## src/rtl/iob_axi_burst_split_pkg.sv

```systemverilog
// iob_axi_burst_split_pkg
// Shared types and constants for the AXI read burst splitter.
// Optional feature macro used by this slice: IOB_AXI_BURST_SPLIT_4K_EN.
package iob_axi_burst_split_pkg;

    // Splitter control states.
    typedef enum logic [1:0] {
        IDLE      = 2'd0,
        CALC      = 2'd1,
        ISSUE     = 2'd2,
        WAIT_DONE = 2'd3
    } state_t;

    // AXI bursts must not cross this many bytes.
    localparam int AXI_BOUNDARY_BYTES = 4096;

    // Number of low address bits that give the offset inside a boundary page.
    localparam int BOUNDARY_OFFSET_W = 12;

    // Beat counts carry one extra bit so that 2^AXI_LEN_W and the full
    // remaining count can be represented together.
    localparam int BEATS_EXTRA_W = 1;

    function automatic int beats_width(input int len_w);
        return len_w + BEATS_EXTRA_W;
    endfunction

endpackage

```

## src/rtl/iob_axi_burst_split_if.sv

```systemverilog
// iob_axi_burst_split_if
// Burst command port between the splitter and the read engine.
// The master side issues run/addr/length; the slave side returns ready/error.
interface iob_axi_burst_split_if #(
    parameter int ADDR_W    = 32,
    parameter int AXI_LEN_W = 8
);
    logic                 run;
    logic [ADDR_W-1:0]    addr;
    logic [AXI_LEN_W-1:0] length;
    logic                 ready;
    logic                 error;

    modport master (
        output run,
        output addr,
        output length,
        input  ready,
        input  error
    );

    modport slave (
        input  run,
        input  addr,
        input  length,
        output ready,
        output error
    );
endinterface

```

## src/rtl/iob_axi_burst_len_calc.sv

```systemverilog
// iob_axi_burst_len_calc
// Combinational beat count for the next burst:
//   beats = min(remaining, 2^AXI_LEN_W [, words left in the current 4 KB page])
// The 4 KB page clamp is present only when IOB_AXI_BURST_SPLIT_4K_EN is defined.
module iob_axi_burst_len_calc
    import iob_axi_burst_split_pkg::*;
#(
    parameter int ADDR_W    = 32,
    parameter int DATA_W    = 32,
    parameter int AXI_LEN_W = 8,
    parameter int LEN_W     = 16
) (
    input  logic [ADDR_W-1:0]               addr_i,
    input  logic [beats_width(LEN_W)-1:0]   remaining_i,
    output logic [beats_width(LEN_W)-1:0]   beats_o
);
    localparam int BW    = beats_width(LEN_W);
    localparam int CW_A  = ((LEN_W > AXI_LEN_W) ? LEN_W : AXI_LEN_W) + 2;
    localparam int CW    = (CW_A > BOUNDARY_OFFSET_W + 2) ? CW_A : BOUNDARY_OFFSET_W + 2;

    logic [CW-1:0] rem_w;
    logic [CW-1:0] max_w;
    logic [CW-1:0] min_len_w;
    logic [CW-1:0] min_w;
    logic          unused_addr_bits;

    // Only the in-page offset matters; the upper address bits are folded away.
    assign unused_addr_bits = ^addr_i;

`ifdef IOB_AXI_BURST_SPLIT_4K_EN
    localparam int BYTE_SHIFT = $clog2(DATA_W / 8);

    logic [BOUNDARY_OFFSET_W:0] bytes_to_page;
    logic [CW-1:0]              words_to_page;

    // Words left before the next 4 KB page, then clamp the burst to it.
    always_comb begin
        rem_w         = CW'(remaining_i);
        max_w         = CW'(1) << AXI_LEN_W;
        min_len_w     = (rem_w < max_w) ? rem_w : max_w;
        bytes_to_page = (BOUNDARY_OFFSET_W + 1)'(AXI_BOUNDARY_BYTES)
                      - {1'b0, addr_i[BOUNDARY_OFFSET_W-1:0]};
        words_to_page = CW'(bytes_to_page >> BYTE_SHIFT);
        min_w         = (words_to_page < min_len_w) ? words_to_page : min_len_w;
        beats_o       = BW'(min_w);
    end
`else
    // Without the page clamp the burst is limited by length only.
    always_comb begin
        rem_w     = CW'(remaining_i);
        max_w     = CW'(1) << AXI_LEN_W;
        min_len_w = (rem_w < max_w) ? rem_w : max_w;
        min_w     = min_len_w;
        beats_o   = BW'(min_w);
    end
`endif

endmodule

```

## src/rtl/iob_axi_burst_split.sv

```systemverilog
// iob_axi_burst_split
// Splits one linear read transfer (start address + word count) into a
// sequence of AXI INCR bursts issued one at a time to the read engine.
// Burst errors are OR-ed into a sticky transfer status; they never abort.
// Optional macro: IOB_AXI_BURST_SPLIT_4K_EN (keeps bursts inside 4 KB pages).
module iob_axi_burst_split
    import iob_axi_burst_split_pkg::*;
#(
    parameter int ADDR_W    = 32,
    parameter int DATA_W    = 32,
    parameter int AXI_LEN_W = 8,
    parameter int LEN_W     = 16
) (
    input  logic                  clk_i,
    input  logic                  rst_i,
    input  logic                  start_i,
    input  logic [ADDR_W-1:0]     addr_i,
    input  logic [LEN_W-1:0]      len_i,
    output logic                  busy_o,
    output logic                  done_o,
    output logic                  error_o,
    iob_axi_burst_split_if.master cmd
);
    localparam int                BYTES      = DATA_W / 8;
    localparam int                BYTE_SHIFT = $clog2(BYTES);
    localparam int                BW         = beats_width(LEN_W);
    localparam logic [ADDR_W-1:0] ALIGN_MASK = ~ADDR_W'(BYTES - 1);

    state_t               state_q, state_d;
    logic [ADDR_W-1:0]    addr_q, addr_d;
    logic [BW-1:0]        rem_q, rem_d;
    logic [BW-1:0]        beats_q, beats_d;
    logic [BW-1:0]        calc_beats;
    logic [AXI_LEN_W-1:0] length_q, length_d;
    logic                 error_q, error_d;
    logic                 done_q, done_d;

    iob_axi_burst_len_calc #(
        .ADDR_W   (ADDR_W),
        .DATA_W   (DATA_W),
        .AXI_LEN_W(AXI_LEN_W),
        .LEN_W    (LEN_W)
    ) u_len_calc (
        .addr_i     (addr_q),
        .remaining_i(rem_q),
        .beats_o    (calc_beats)
    );

    // Next-state and datapath updates; every register holds unless its state acts on it.
    always_comb begin
        state_d  = state_q;
        addr_d   = addr_q;
        rem_d    = rem_q;
        beats_d  = beats_q;
        length_d = length_q;
        error_d  = error_q;
        done_d   = 1'b0;

        case (state_q)
            IDLE: begin
                if (start_i) begin
                    if (len_i != '0) begin
                        state_d = CALC;
                        addr_d  = addr_i & ALIGN_MASK;
                        rem_d   = BW'(len_i);
                        error_d = 1'b0;
                    end else begin
                        done_d = 1'b1;
                    end
                end
            end
            CALC: begin
                beats_d  = calc_beats;
                length_d = AXI_LEN_W'(calc_beats - BW'(1));
                state_d  = ISSUE;
            end
            ISSUE: begin
                if (!cmd.ready) begin
                    state_d = WAIT_DONE;
                end
            end
            WAIT_DONE: begin
                if (cmd.ready) begin
                    error_d = error_q | cmd.error;
                    addr_d  = addr_q + (ADDR_W'(beats_q) << BYTE_SHIFT);
                    rem_d   = rem_q - beats_q;
                    if (rem_d == '0) begin
                        state_d = IDLE;
                        done_d  = 1'b1;
                    end else begin
                        state_d = CALC;
                    end
                end
            end
            default: begin
                state_d = IDLE;
            end
        endcase
    end

    // State and datapath registers with synchronous reset.
    always_ff @(posedge clk_i) begin
        if (rst_i) begin
            state_q  <= IDLE;
            addr_q   <= '0;
            rem_q    <= '0;
            beats_q  <= '0;
            length_q <= '0;
            error_q  <= 1'b0;
            done_q   <= 1'b0;
        end else begin
            state_q  <= state_d;
            addr_q   <= addr_d;
            rem_q    <= rem_d;
            beats_q  <= beats_d;
            length_q <= length_d;
            error_q  <= error_d;
            done_q   <= done_d;
        end
    end

    assign cmd.run    = (state_q == ISSUE);
    assign cmd.addr   = addr_q;
    assign cmd.length = length_q;
    assign busy_o     = (state_q != IDLE);
    assign done_o     = done_q;
    assign error_o    = error_q;

endmodule

```

## src/flat_wrapper.sv

```systemverilog
// flat-port wrapper written by rule: the top's interface ports become plain ports
module iob_axi_burst_split_flat import iob_axi_burst_split_pkg::*;
#(
    parameter int ADDR_W    = 32,
    parameter int DATA_W    = 32,
    parameter int AXI_LEN_W = 8,
    parameter int LEN_W     = 16
)
  (clk_i, rst_i, start_i, addr_i, len_i, busy_o, done_o, error_o, cmd_run, cmd_addr, cmd_length, cmd_ready, cmd_error);
  iob_axi_burst_split_if #(.ADDR_W(ADDR_W), .AXI_LEN_W(AXI_LEN_W)) cmd_i ();
  input  logic clk_i;
  input  logic rst_i;
  input  logic start_i;
  input  logic [ADDR_W-1:0] addr_i;
  input  logic [LEN_W-1:0] len_i;
  output logic busy_o;
  output logic done_o;
  output logic error_o;
  output wire logic [$bits(cmd_i.run)-1:0] cmd_run;
  output wire logic [$bits(cmd_i.addr)-1:0] cmd_addr;
  output wire logic [$bits(cmd_i.length)-1:0] cmd_length;
  input wire logic [$bits(cmd_i.ready)-1:0] cmd_ready;
  input wire logic [$bits(cmd_i.error)-1:0] cmd_error;
  assign cmd_run = cmd_i.run;
  assign cmd_addr = cmd_i.addr;
  assign cmd_length = cmd_i.length;
  assign cmd_i.ready = cmd_ready;
  assign cmd_i.error = cmd_error;
  iob_axi_burst_split #(.ADDR_W(ADDR_W), .DATA_W(DATA_W), .AXI_LEN_W(AXI_LEN_W), .LEN_W(LEN_W)) u_core (.clk_i(clk_i), .rst_i(rst_i), .start_i(start_i), .addr_i(addr_i), .len_i(len_i), .busy_o(busy_o), .done_o(done_o), .error_o(error_o), .cmd(cmd_i));
endmodule
```

## config.mk

```make
export PLATFORM = sky130hd
export DESIGN_NAME = iob_axi_burst_split_flat
export DESIGN_NICKNAME = d
export VERILOG_FILES = /design/src/rtl/iob_axi_burst_split_pkg.sv /design/src/rtl/iob_axi_burst_split_if.sv /design/src/rtl/iob_axi_burst_len_calc.sv /design/src/rtl/iob_axi_burst_split.sv /design/src/flat_wrapper.sv
export SDC_FILE = /design/constraint.sdc
export NUM_CORES = 1
export LEC_CHECK = 0
export CAP_MARGIN = 20
export CORE_MARGIN = 5
export CORE_UTILIZATION = 53
export DETAILED_ROUTE_END_ITERATION = 7
export GPL_TIMING_DRIVEN = 0
export PLACE_DENSITY = 0.79
export SYNTH_ARGS = -nofsm -noshare
export SYNTH_HDL_FRONTEND = slang
export SYNTH_SLANG_ARGS = --single-unit
```

## constraint.sdc

```tcl
create_clock -name clk_i -period 8.1 [get_ports clk_i]
set_clock_uncertainty 0.1 [all_clocks]
set_input_delay 2.025 -clock clk_i [delete_from_list [all_inputs] [get_ports clk_i]]
set_output_delay 2.025 -clock clk_i [all_outputs]
set_load 0.02 [all_outputs]
```

* After elaboration in Yosys (flattened, before gate mapping) *
Cells that the tools add are included.

storage, ports and cells
  flip-flop bits (word level) = 78
  bits of input ports = 53

operators by class
  bitwise logic cells = 1
  equality and inequality tests = 7
  muxes and demuxes = 24
  order comparisons = 1
  reduce and logical (&&, ||, !) cells = 7
  add/sub/neg operators = 3

operators by type and width
  kind                   count
  $mux W32               3
  $mux W17               4
  $pmux W32 S2           1
  $pmux W17 S2           1
  $add A32 B19 Y32       1
  $logic_not A17 Y1      1
  $lt A17 B9 Y1 const B  1
  $sub A17 B17 Y17       1
  $reduce_bool A16 Y1    1
  $mux W1                8
  $mux W2                4
  $pmux W2 S4            1
  $reduce_and A4 Y1      2
  $sub A8 B1 Y8 const B  1
  $ne A2 B2 Y1 const B   3
  $eq A2 B2 Y1 const B   2
  $pmux W1 S2            2
  $reduce_bool A2 Y1     2
  $eq A2 B1 Y1 const B   1
  $logic_not A2 Y1       1
  $ne A2 B1 Y1 const B   1
  $or A1 B1 Y1           1

* Logic depth before layout (Yosys ltp) *
  word-level depth = 5
  depth in mapped cells = 12

* Cells and area by module *
A second synthesis with hierarchy kept.

second synthesis, totals
  cells, all modules = 668
  area total of the unflattened synthesis = 5,252.5 um^2

by module, submodules not included
  module                  times used  area each (um^2)  sequential area each (um^2)  cells each
  iob_axi_burst_split     1           5,064.9           1,521.5                      637
  iob_axi_burst_len_calc  1           187.7             0.0                          31

* Worst setup path after synthesis *
Ideal clock, no wire load.

  path kind = input to register
  start point = input port len_i[1]
  end point = register u_core.rem_q[10]
  required time = 7.872 ns
  arrival = 3.830 ns
  cell stages on the path = 10
  setup slack = 4.042 ns
  buffers on the path = 2
  path through = nor4b_1 > nand4_1 > nor4_1 > or2_2 > a21o_1 > clkbuf_1 > clkbuf_1 > nor3b_1 > a221oi_1 > nor2_1

between the ends
  cells in the longest elaborated chain, start to end = 3

RTL lines
  what                                RTL line                    text
  start: declaration                  flat_wrapper.sv:15          input logic [LEN_W-1:0] len_i;
  $reduce_bool A16 Y1                 iob_axi_burst_split.sv:62   if (len_i != '0) begin
  $ne A2 B1 Y1 (no source line)       -
  $reduce_and A4 Y1 (no source line)  -
  end signal: assignment              iob_axi_burst_split.sv:114  rem_q <= rem_d;
  end: declaration                    iob_axi_burst_split.sv:31   logic [BW-1:0] rem_q, rem_d;

Every way passes these cells.
A chain may end at the register's enable or synchronous reset.

* Final worst setup path *
  start point = input port len_i[1]
  end point = register u_core.addr_q[9] (netlist: u_core.cmd.addr[9])

between the ends
  cells in the longest elaborated chain, start to end = 3

RTL lines
  what                                RTL line                    text
  $reduce_bool A16 Y1                 iob_axi_burst_split.sv:62
  $ne A2 B1 Y1 (no source line)       -
  $reduce_and A4 Y1 (no source line)  -
  end signal: assignment              iob_axi_burst_split.sv:113  addr_q <= addr_d;
  end: declaration                    iob_axi_burst_split.sv:30   logic [ADDR_W-1:0] addr_q, addr_d;

Every way passes these cells.

==> impl_results.md <==
* Slew margin rel. at 0.456
* Fmax at 199 MHz
* Fillers at ~850
* Worst min path class: reg2reg
* Via count at about 5500
* Post-DP HPWL at 13000 um
* Fraction of registers with async set/reset at 0
* Static Leak at 0.00244 uW
* # DRC at 0
* CTS Hold Bufs at 0
* WL final at 17000 um
* Mapped Area at just over 5000 um2
* Clock sink count at 76
* Synth Area per Inst at a little over 8 um2
* Pwr dens at a little over 400 nW/um2
* Final worst path period share at 0.622
* Die Y at 109 um
* Post_cts resized at 0
* Worst R2R End: u_core.done_o$_SDFF_PP0_
* Worst hold start: u_core.cmd.length[3]$_SDFFE_PP0N_
* Pin count of the biggest net entering global routing at 14
* MaxCap Viol Count at 0
* Port bufs at 92
* Area delta synth->final at 26.1%
* Setup Buffers After CTS at 0
* Initial core utilization at 0.538
* Number of global-route vias before repair at roughly 5200
* Via density at 6.21
* VDD IR max at 0.230 mV
* Core footprint at 9640 um2
* Total power draw at 2670 uW
* Worst Reg-to-Reg Cells at 12
* TritonCTS clock tree: done
* Yosys top cell by area: dfxtp_1
* Hold Vio Cnt, Final at 0
* Wire per inst at 19.2 um
* Ranking of synthesized cells by area: dfxtp_1, ha_1, a21oi_1
* RSZ-0062 raised after global routing: false
* Hold slack final at 0.392 ns
* Worst skew pair latency at 0.36 ns
* Final Slew Violations at 0
* Worst-path cell chain: clkdlybuf4s50_1 > nor4b_1 > nand4_1 > nor4_1 > or2_2 > a21o_1 > clkbuf_1 > clkbuf_1 > nor3b_1 > a221oi_1 > nor2_1
* Finish-stage setup viols at 0
* Layout cells sized above 1 at 0.0401
* Num CTS Buffers at 9
* R2R Path Start: u_core.rem_q[0]$_SDFFE_PP0P_
* Seq/Total Area, Yosys at 0.293
* Slowest-stage cell, CP: clkbuf_1
* Post-Layout Cell Count at about 880
* Crit-path max cell delay at 0.53 ns
* Post-synth top flop: dfxtp_1
* Nets at between 800 and 900
* Initial antenna violation count at 0
* Antenna Nets Post-Route at 0
* FF-to-FF setup slack at 4.02 ns
* Outcome: completed
* CP Buf/Inv Count at 3
* Drt pass-1 iters at 7
* Post-synth EDFFs at 0
* DRT iter0 DRCs at 534
* Critical Path Start Type: input pin
* Die area at 11900 um2
* Grt total ovfl at 0
* Peak fanout along the critical path at 10
* Synth warn at 0
* Register bit total from synthesis at 76
* Antenna diodes at 0
* Post-layout instance area at 6540 um2
* Slew @ Worst Pin at 0.816 ns
* Worst Path Arrival at 5.17 ns
* Crit-path leading delay family: simple AND/OR/NAND/NOR gates
* Setup TNS at 0 ns
* CTS Root Cell: clkbuf_8
* CTS clk-pin slew, worst paths at 0.09 ns
* Netlist cell types at 65
* Top-area cell type share of the netlist area at 0.293
* # H-tree levels at 3
* WP data required at 8.23 ns
* Hold Crit Endpoint: u_core.cmd.length[3]$_SDFFE_PP0N_
* Routability cong. at roughly 0.94
* Placed Area at 6280 um2
* Syn Inst Count at 640
* Worst setup path class: in2reg
* Row cnt at 36
* Hold path cells at 2
* Die X at 109 um
* # IOs at 97
* Most used cell, CP: clkbuf_1
* First-pass GRT wire length at 26700 um
* Placed insts at 866
* Min cycle time layout at 5.04 ns
* GR Util All Layers at 0.290
* Setup crit end kind: flop
* CTS max path bufs at 2
[final cells by class]
class	count	area, um2	share of cell area
timing repair buffer	92	921	0.141
tap	133	166	0.0254
clock inverter	6	138	0.0210
inverter	27	101	0.0155
multi-input combinational	501	3420	0.523
clock buffer	9	124	0.0189
sequential	76	1520	0.233
buffer	37	146	0.0224
[placed cells by master, fill, tap and decap left out, drive strengths merged, types with 6 or more instances in the layout]
master         Yosys  final
clkdlybuf4s50      0     92
dfxtp             76     76
nor2              64     64
a21oi             57     57
clkbuf            32     41
ha                38     38
nor3b             30     30
inv               27     27
nand2             26     26
nor3              23     23
a221oi            22     22
xnor2             20     20
nand3             19     19
o21ai             17     17
a21o              14     14
xor2              14     14
nor4              13     13
nand2b            13     13
nand3b            11     11
a22oi             11     11
a211oi             9      9
o21a               7      7
o22ai              7      7
or3                6      6
[layer usage]
| metal | vias up | global-route usage | share of wire |
|---|---|---|---|
| li1 | 2594 | - | - |
| met3 | 38 | 0.0432 | 0.095 |
| met1 | 2531 | 0.385 | 0.42 |
| met2 | 311 | 0.475 | 0.46 |
| met5 | - | 0 | 0 |
| met4 | 0 | 0.113 | 0.027 |
[synthesized netlist by cell type, types with 3 or more instances]
cell type,number
o221a_2,3
inv_1,27
nor2_1,64
ha_1,38
o22ai_1,7
or2_2,4
xor2_1,14
o21ai_0,17
o21a_1,7
dfxtp_1,76
mux2i_1,4
or3_1,5
or4_1,4
a21oi_1,56
a22oi_1,11
nand3_1,19
nand2b_1,13
nand4_1,3
nor3b_1,30
o211ai_1,3
and3_1,5
a221oi_1,22
nor3_1,23
o2111ai_1,5
a21o_1,14
nor4_1,13
nand2_1,26
xnor2_1,20
a31oi_1,4
nor2b_1,5
a311oi_1,4
and2_1,3
nand3b_1,11
clkbuf_1,32
a211oi_1,8
buf_1,3
[logic make-up after synthesis]
| group | count (synthesis) | synth area share |
|---|---|---|
| DFF | 76 | 0.293 |
| adders and majority gates | 40 | 0.0994 |
| AOI/OAI and AO/OA | 186 | 0.249 |
| muxes | 4 | 0.00772 |
| and+or+nand+nor | 235 | 0.245 |
| buffers and inverters | 64 | 0.0478 |
| other | 1 | 0.000723 |
| xor gates and xnor gates | 34 | 0.0574 |
[flip-flops by register name (all words and copies together) (netlist names)]
register,count
u_core.cmd.addr,30
u_core.beats_q,17
u_core.rem_q,17
u_core.cmd.length,8
u_core.state_q,2
u_core.done_o,1
u_core.error_o,1
[power breakdown]
group          switching (uW)  internal, uW
clock network             158           235
registers                 131           487
logic                     966           696
[worst max-delay path by stage]
stage | from | slack, ns | cells after the start | to
final | len_i[1] | 3.06 | 11 | u_core.cmd.addr[9]$_SDFFE_PP0P_
after global routing | len_i[1] | 2.77 | 11 | u_core.cmd.addr[4]$_SDFFE_PP0P_
after CTS | len_i[1] | 3.12 | 11 | u_core.cmd.addr[13]$_SDFFE_PP0P_
after detailed placement | len_i[1] | 2.74 | 11 | u_core.cmd.addr[9]$_SDFFE_PP0P_
after global placement | len_i[1] | 2.84 | 11 | u_core.cmd.addr[5]$_SDFFE_PP0P_
after floorplan | len_i[1] | 4.04 | 10 | u_core.rem_q[10]$_SDFFE_PP0P_
[stage by stage]
step | worst slack, ns | util
floorplan | 4.04 | -
CTS | 3.12 | 0.678
global placement | 2.84 | 0.651
detailed placement | 2.74 | 0.651
global route | 2.77 | 0.678
finish | 3.06 | 0.678
[worst min-delay path: stages, from the launching register on]
cell and delay, ns:
dfxtp_1 0.32, nor2_1 0.08, a311oi_1 0.05
(Power assumes the default switching activity.)
